### config.mk
export PLATFORM = sky130hd
export DESIGN_NAME = key_debounce
export DESIGN_NICKNAME = d
export VERILOG_FILES = /design/src/rtl/key_debounce.sv
export SDC_FILE = /design/constraint.sdc
export NUM_CORES = 1
export LEC_CHECK = 0
export BUFFER_PORTS_ARGS = -buffer_cell sky130_fd_sc_hd__buf_2
export CAP_MARGIN = 5
export CORE_ASPECT_RATIO = 1.1
export CORE_MARGIN = 4
export CORE_UTILIZATION = 35
export DETAILED_ROUTE_END_ITERATION = 6
export GPL_ROUTABILITY_DRIVEN = 1
export PLACE_DENSITY = 0.51
export SYNTH_ARGS = -nofsm -noshare
export SYNTH_HDL_FRONTEND = slang
export SYNTH_SLANG_ARGS = --single-unit
### constraint.sdc
create_clock -name clock -period 2.25 [get_ports clock]
set_input_delay 0.45 -clock clock [delete_from_list [all_inputs] [get_ports clock]]
set_output_delay 0.45 -clock clock [all_outputs]
set_load 0.01 [all_outputs]
### src/rtl/key_debounce.sv
// key_debounce: synchronises a raw push-button pin and lets key_level follow a new
// level only after it has been seen unchanged for DEBOUNCE_CYCLES+1 consecutive clocks.
module key_debounce #(
    parameter int DEBOUNCE_CYCLES = 500000,
    parameter int CNT_W           = 20,
    parameter bit KEY_ACTIVE_LOW  = 1'b1
) (
    input  logic clock,
    input  logic resetn,
    input  logic key_in,
    output logic key_level,
    output logic bouncing
);

    typedef enum logic [1:0] {
        IDLE        = 2'd0,
        ARM_PRESS   = 2'd1,
        PRESSED     = 2'd2,
        ARM_RELEASE = 2'd3
    } state_t;

    localparam logic [CNT_W-1:0] CNT_LAST     = CNT_W'(DEBOUNCE_CYCLES - 1);
    localparam logic [CNT_W-1:0] CNT_ZERO     = CNT_W'(0);
    localparam logic [CNT_W-1:0] CNT_ONE      = CNT_W'(1);
    localparam logic             RELEASED_LVL = KEY_ACTIVE_LOW;

    logic             sync1_r;
    logic             sync2_r;
    logic             pressed_s;
    state_t           state_r;
    state_t           state_nxt_s;
    logic [CNT_W-1:0] cnt_r;
    logic [CNT_W-1:0] cnt_nxt_s;
    logic             key_level_r;
    logic             bouncing_r;
    logic             level_nxt_s;
    logic             bouncing_nxt_s;

    // Two-flop synchroniser; the FSM only ever looks at sync2_r.
    always_ff @(posedge clock or negedge resetn) begin
        if (!resetn) begin
            sync1_r <= RELEASED_LVL;
            sync2_r <= RELEASED_LVL;
        end else begin
            sync1_r <= key_in;
            sync2_r <= sync1_r;
        end
    end

    assign pressed_s = sync2_r ^ KEY_ACTIVE_LOW;

    // Next-state and qualification counter; any opposite sample while arming restarts from idle.
    always_comb begin
        state_nxt_s = state_r;
        cnt_nxt_s   = cnt_r;
        case (state_r)
            IDLE: begin
                if (pressed_s) begin
                    state_nxt_s = ARM_PRESS;
                    cnt_nxt_s   = CNT_ZERO;
                end else begin
                    state_nxt_s = IDLE;
                end
            end
            ARM_PRESS: begin
                if (!pressed_s) begin
                    state_nxt_s = IDLE;
                    cnt_nxt_s   = CNT_ZERO;
                end else if (cnt_r == CNT_LAST) begin
                    state_nxt_s = PRESSED;
                    cnt_nxt_s   = CNT_ZERO;
                end else begin
                    cnt_nxt_s = cnt_r + CNT_ONE;
                end
            end
            PRESSED: begin
                if (!pressed_s) begin
                    state_nxt_s = ARM_RELEASE;
                    cnt_nxt_s   = CNT_ZERO;
                end else begin
                    state_nxt_s = PRESSED;
                end
            end
            ARM_RELEASE: begin
                if (pressed_s) begin
                    state_nxt_s = PRESSED;
                    cnt_nxt_s   = CNT_ZERO;
                end else if (cnt_r == CNT_LAST) begin
                    state_nxt_s = IDLE;
                    cnt_nxt_s   = CNT_ZERO;
                end else begin
                    cnt_nxt_s = cnt_r + CNT_ONE;
                end
            end
            default: begin
                state_nxt_s = IDLE;
                cnt_nxt_s   = CNT_ZERO;
            end
        endcase
    end

    // Output decode of the upcoming state, so the output flops mirror the state register.
    always_comb begin
        level_nxt_s    = (state_nxt_s == PRESSED)   || (state_nxt_s == ARM_RELEASE);
        bouncing_nxt_s = (state_nxt_s == ARM_PRESS) || (state_nxt_s == ARM_RELEASE);
    end

    // State, counter and output registers.
    always_ff @(posedge clock or negedge resetn) begin
        if (!resetn) begin
            state_r     <= IDLE;
            cnt_r       <= CNT_ZERO;
            key_level_r <= 1'b0;
            bouncing_r  <= 1'b0;
        end else begin
            state_r     <= state_nxt_s;
            cnt_r       <= cnt_nxt_s;
            key_level_r <= level_nxt_s;
            bouncing_r  <= bouncing_nxt_s;
        end
    end

    assign key_level = key_level_r;
    assign bouncing  = bouncing_r;

endmodule

; ---- Word-level counts from Yosys, hierarchy flattened
; Cells that the tools add are included.
[classes]
add_sub_neg = 1
mul = 0
div = 0
order_cmp = 0
eq_ne = 9
n_shift = 0
mux = 13
bitwise = 0
reduce_logical = 4
[op_table]
columns = op, count
row1 = $mux W20, 5
row2 = $pmux W20 S4, 1
row3 = $add A20 B1 Y20 const B, 1
row4 = $eq A20 B19 Y1 const B, 1
row5 = $eq A2 B2 Y1 const B, 4
row6 = $mux W2, 4
row7 = $pmux W2 S4, 1
row8 = $eq A2 B1 Y1 const B, 2
row9 = $ne A2 B2 Y1 const B, 2
row10 = $logic_not A2 Y1, 1
row11 = $logic_or A1 B1 Y1, 2
row12 = $mux W1, 2
row13 = $reduce_and A2 Y1, 1
[word_totals]
reg_bits = 26
latch_bits = 0
ramBits = 0
rom_bits = 0
inputBits = 3
output_inout_bits = 2
word_cells = 33
n_memories = 0

; ---- Depth between registers and ports, before layout
[logic_depth]
ltp_word = 6
depth_mapped = 7
depth_no_buf = 6

; ---- Worst setup path before layout
; OpenSTA, ideal clock, no wires.
[synth_timing]
kind = register to register
startpoint = register cnt_r[5]
endpoint = register cnt_r[11]
setup_ns = 0.121
arrival_time_ns = 1.691
t_required_ns = 2.129
slack_ns = 0.438
path_stages_with_launch = 8
n_path_buf = 2
synth_period_minus_slack_ns = 1.812
cell_sequence = dfrtp_1 -> buf_6 -> or4_4 -> nor4_4 -> a21o_4 -> buf_8 -> nor2_2 -> a22o_1
[synth_between]
elab_chain_len = 4
[synth_rtl]
columns = item, line_no
row1 = from (decl), 32  ; logic [CNT_W-1:0] cnt_r;
row2 = from (signal assigned), 117  ; cnt_r <= cnt_nxt_s;
row3 = $add A20 B1 Y20 / $eq A20 B19 Y1 (equally long branches), n/a
row4 = $mux W20 (*), "69, 88"
row5 = $mux W20 (on tied branches), "85, 66"
row6 = $pmux W20 S4 (*), 56  ; case (state_r)
; Every way passes the cells marked *; elsewhere a longest branch is shown, timed or not.
; A chain may end at the register's enable or synchronous reset.

; ---- Worst setup path after layout
[layout_timing]
startpoint = register cnt_r[0]
endpoint = register cnt_r[13]
; Same word-level chain as after synthesis.

==> impl_metrics.env <==
export IMPL_status="finished clean"
export IMPL_slew_headroom_pct=34.6
export IMPL_clockBufferDepth=2
export IMPL_antenna_cells=0
export IMPL_htreeDepth=1
export IMPL_fp_coreArea_um2=3710
export IMPL_grt_overflow=0
export IMPL_place_congestion=0.832
export IMPL_p_int_mw=0.598
export IMPL_die_area_um2=4960
export IMPL_drive_gt1_share_pct=13.6
export IMPL_drt_first_pass_iters=4
export IMPL_finalSetupTns_ns=0
export IMPL_cts_tree="done"
export IMPL_grt_pass1_vias=1019
export IMPL_power_density_nw_per_um2=543
export IMPL_final_max_slew_viol_count=0
export IMPL_switching_share_pct=25.9
export IMPL_pwr_share_comb_pct=6.1
export IMPL_multi_input_area_um2=677
export IMPL_clock_latency_ns=0.29
export IMPL_vias=1097
export IMPL_drt_iter0_drc=88
export IMPL_async_flop_share_pct=100
export IMPL_p_clk_share_pct=36.6
export IMPL_fin_util_pct=40.0
export IMPL_crit_path_end_kind="register"
export IMPL_nNetsFinal=159
export IMPL_post_cts_setup_buffer_count=0
export IMPL_final_cell_mix="dfrtp_1, o21ai_0, nor2_1, nand2_1, nand3_1"
export IMPL_r2r_setup_slack_ns=0.20
export IMPL_ys_types=37
export IMPL_power_switching_mw=0.209
export IMPL_grt_max_degree=26
export IMPL_syn_to_final_growth_pct=9.00
export IMPL_yosys_warnings=0
export IMPL_ys_ff_latch=25
export IMPL_cp_required_ns=2.43
export IMPL_hold_viol_final=0
export IMPL_final_seq_area_um2=628
export IMPL_rr_endpoint="cnt_r[13]"
export IMPL_hold_path_class="input port to async pin"
export IMPL_worst_ep_arrival_time_ns=2.24
export IMPL_final_common_cell="dfrtp_1"
export IMPL_finalCriticalPeriod_ns=2.05
export IMPL_die_w_um=67.5
export IMPL_cts_buffers=3
export IMPL_clkTransAtPathRegs_ns=0.10
export IMPL_cp_max_fo=16
export IMPL_grt_usage_pct=13.7
export IMPL_syn_num_nets=151
export IMPL_root_buffer="clkbuf_8"
export IMPL_fill_cells=362
export IMPL_ctsHoldBuffers=0
export IMPL_setup_viol_count_final=0
export IMPL_post_route_period_util_pct=91.2
export IMPL_ios=5
export IMPL_avgRoutedWirePerCell_um=14.6
export IMPL_synth_edf_count=0
export IMPL_start_kind="register"
export IMPL_via_per_inst=5.38
export IMPL_synthCells=147
export IMPL_rr_startpoint="cnt_r[0]"
export IMPL_finClkSkew_ns=0.00533
export IMPL_start_util_pct=36.7
export IMPL_max_freq_ghz=0.487
export IMPL_antenna_found_initial=0
export IMPL_reg2regPathDepth=6
export IMPL_p_seq_share_pct=57.3
export IMPL_synth_area_um2=1360
export IMPL_drtAntennaViolNets=0
export IMPL_die_h_um=73.4
export IMPL_worst_slew_pin_slew_ns=0.978
export IMPL_clock_sinks=25
export IMPL_grt_pass1_wl_mm=5.19
export IMPL_ir_drop_mv=0.219
export IMPL_drc=0
export IMPL_maxCapViolations=0
export IMPL_synth_avg_cell_area_um2=9.27
export IMPL_path_class="register to register"
export IMPL_synthFlopType="dfrtp_1"
export IMPL_dp_hpwl_mm=2.08
export IMPL_rows=23
export IMPL_port_buffers=4
export IMPL_rsz0062_at_grt="false"
export IMPL_drt_wl_total_mm=2.98
export IMPL_p_leak_nw=0.603
export IMPL_ys_seq_area_share_pct=46.1
-- registers in the layout, summed over array words and instances, names as in the netlist --
signal,cells
bouncing,1
cnt_r,20
key_level,1
state_r,1
sync1_r,1
sync2_r,1
-- area by class of cell --
type / instances / area share (%)
tap: 50 / 4.21
clock buffer: 3 / 2.78
inverter: 7 / 1.77
clock inverter: 1 / 0.505
multi-input combinational: 111 / 45.6
sequential: 25 / 42.3
timing repair buffer: 7 / 2.86
-- how the worst max path moves through the flow --
| stage | from | end | slack [ns] | cells past startpoint |
|---|---|---|---|---|
| global placement | cnt_r[5] | cnt_r[5] | 0.24 | 5 |
| floorplan | cnt_r[5] | cnt_r[11] | 0.44 | 7 |
| CTS | cnt_r[0] | cnt_r[5] | 0.14 | 6 |
| detailed placement | cnt_r[0] | cnt_r[5] | 0.14 | 6 |
| finish | cnt_r[0] | cnt_r[13] | 0.20 | 6 |
| global route | cnt_r[0] | cnt_r[13] | 0.01 | 6 |
-- cell usage after synthesis, drive strengths merged, types with 4 or more instances --
master,n,area share [%]
dfrtp,23,42
o21ai,16,5.9
nor2,13,3.8
nand2,12,3.3
nand3,9,3.3
a21oi,7,2.6
inv,7,1.9
nor3,6,2.2
a21o,5,3.3
nand4,5,2.3
a22o,4,2.6
and3,4,1.8
mux2i,4,2.9
-- stage by stage --
step	cell area [um^2]	total power, mW	worst slack [ns]	hold WS (ns)	instances
after floorplan	1360	0.500	0.438	0.154	147
after global placement	1430	0.519	0.235	0.351	200
after detailed placement	1430	0.521	0.136	0.347	200
after CTS	1480	0.813	0.135	0.181	204
after global routing	1490	0.836	0.0129	0.185	204
final	1490	0.807	0.198	0.152	204
-- timing repair --
item | in CTS | in global routing
hold endpoints to repair | 0 | 0
resized for setup | 0 | 1
endpoints found under the setup margin | 0 | 6
-- power groups by stage --
| stage | clock network (mW) | logic [mW] | registers [mW] |
|---|---|---|---|
| floorplan | 0 | 0.0305 | 0.470 |
| global placement | 0 | 0.0491 | 0.470 |
| detailed placement | 0 | 0.0495 | 0.471 |
| CTS | 0.301 | 0.0500 | 0.462 |
| global route | 0.317 | 0.0552 | 0.463 |
| finish | 0.295 | 0.0488 | 0.462 |
-- logic make-up (layout without fill, tap and decap cells) --
family          count (synthesis)  count (layout)  share of synthesized area, %
buf+inv                        11              18                          4.50
fa+ha+maj                       1               1                         0.918
flops                          25              25                          46.1
compound gates                 37              37                          17.2
xor+xnor                        4               4                          2.57
mux                             4               4                          2.94
simple gates                   65              65                          25.8
-- layer usage --
layer | GRT usage (%) | wire length (um) | part of all wire, %
met4 | 4.28 | 40 | 1.3
met3 | 2.91 | 69 | 2.3
met5 | 0 | 0 | 0
met2 | 20.0 | 1370 | 46
met1 | 20.0 | 1500 | 50
-- worst max-delay path: stages (launching register included) --
cell and delay [ns]:
dfrtp_1 0.42, ha_1 0.22, nand4_1 0.18, nor4_1 0.50, a21o_4 0.30, o21ai_0 0.11, a22o_1 0.23
No activity file was read; power rests on OpenSTA's default activity.
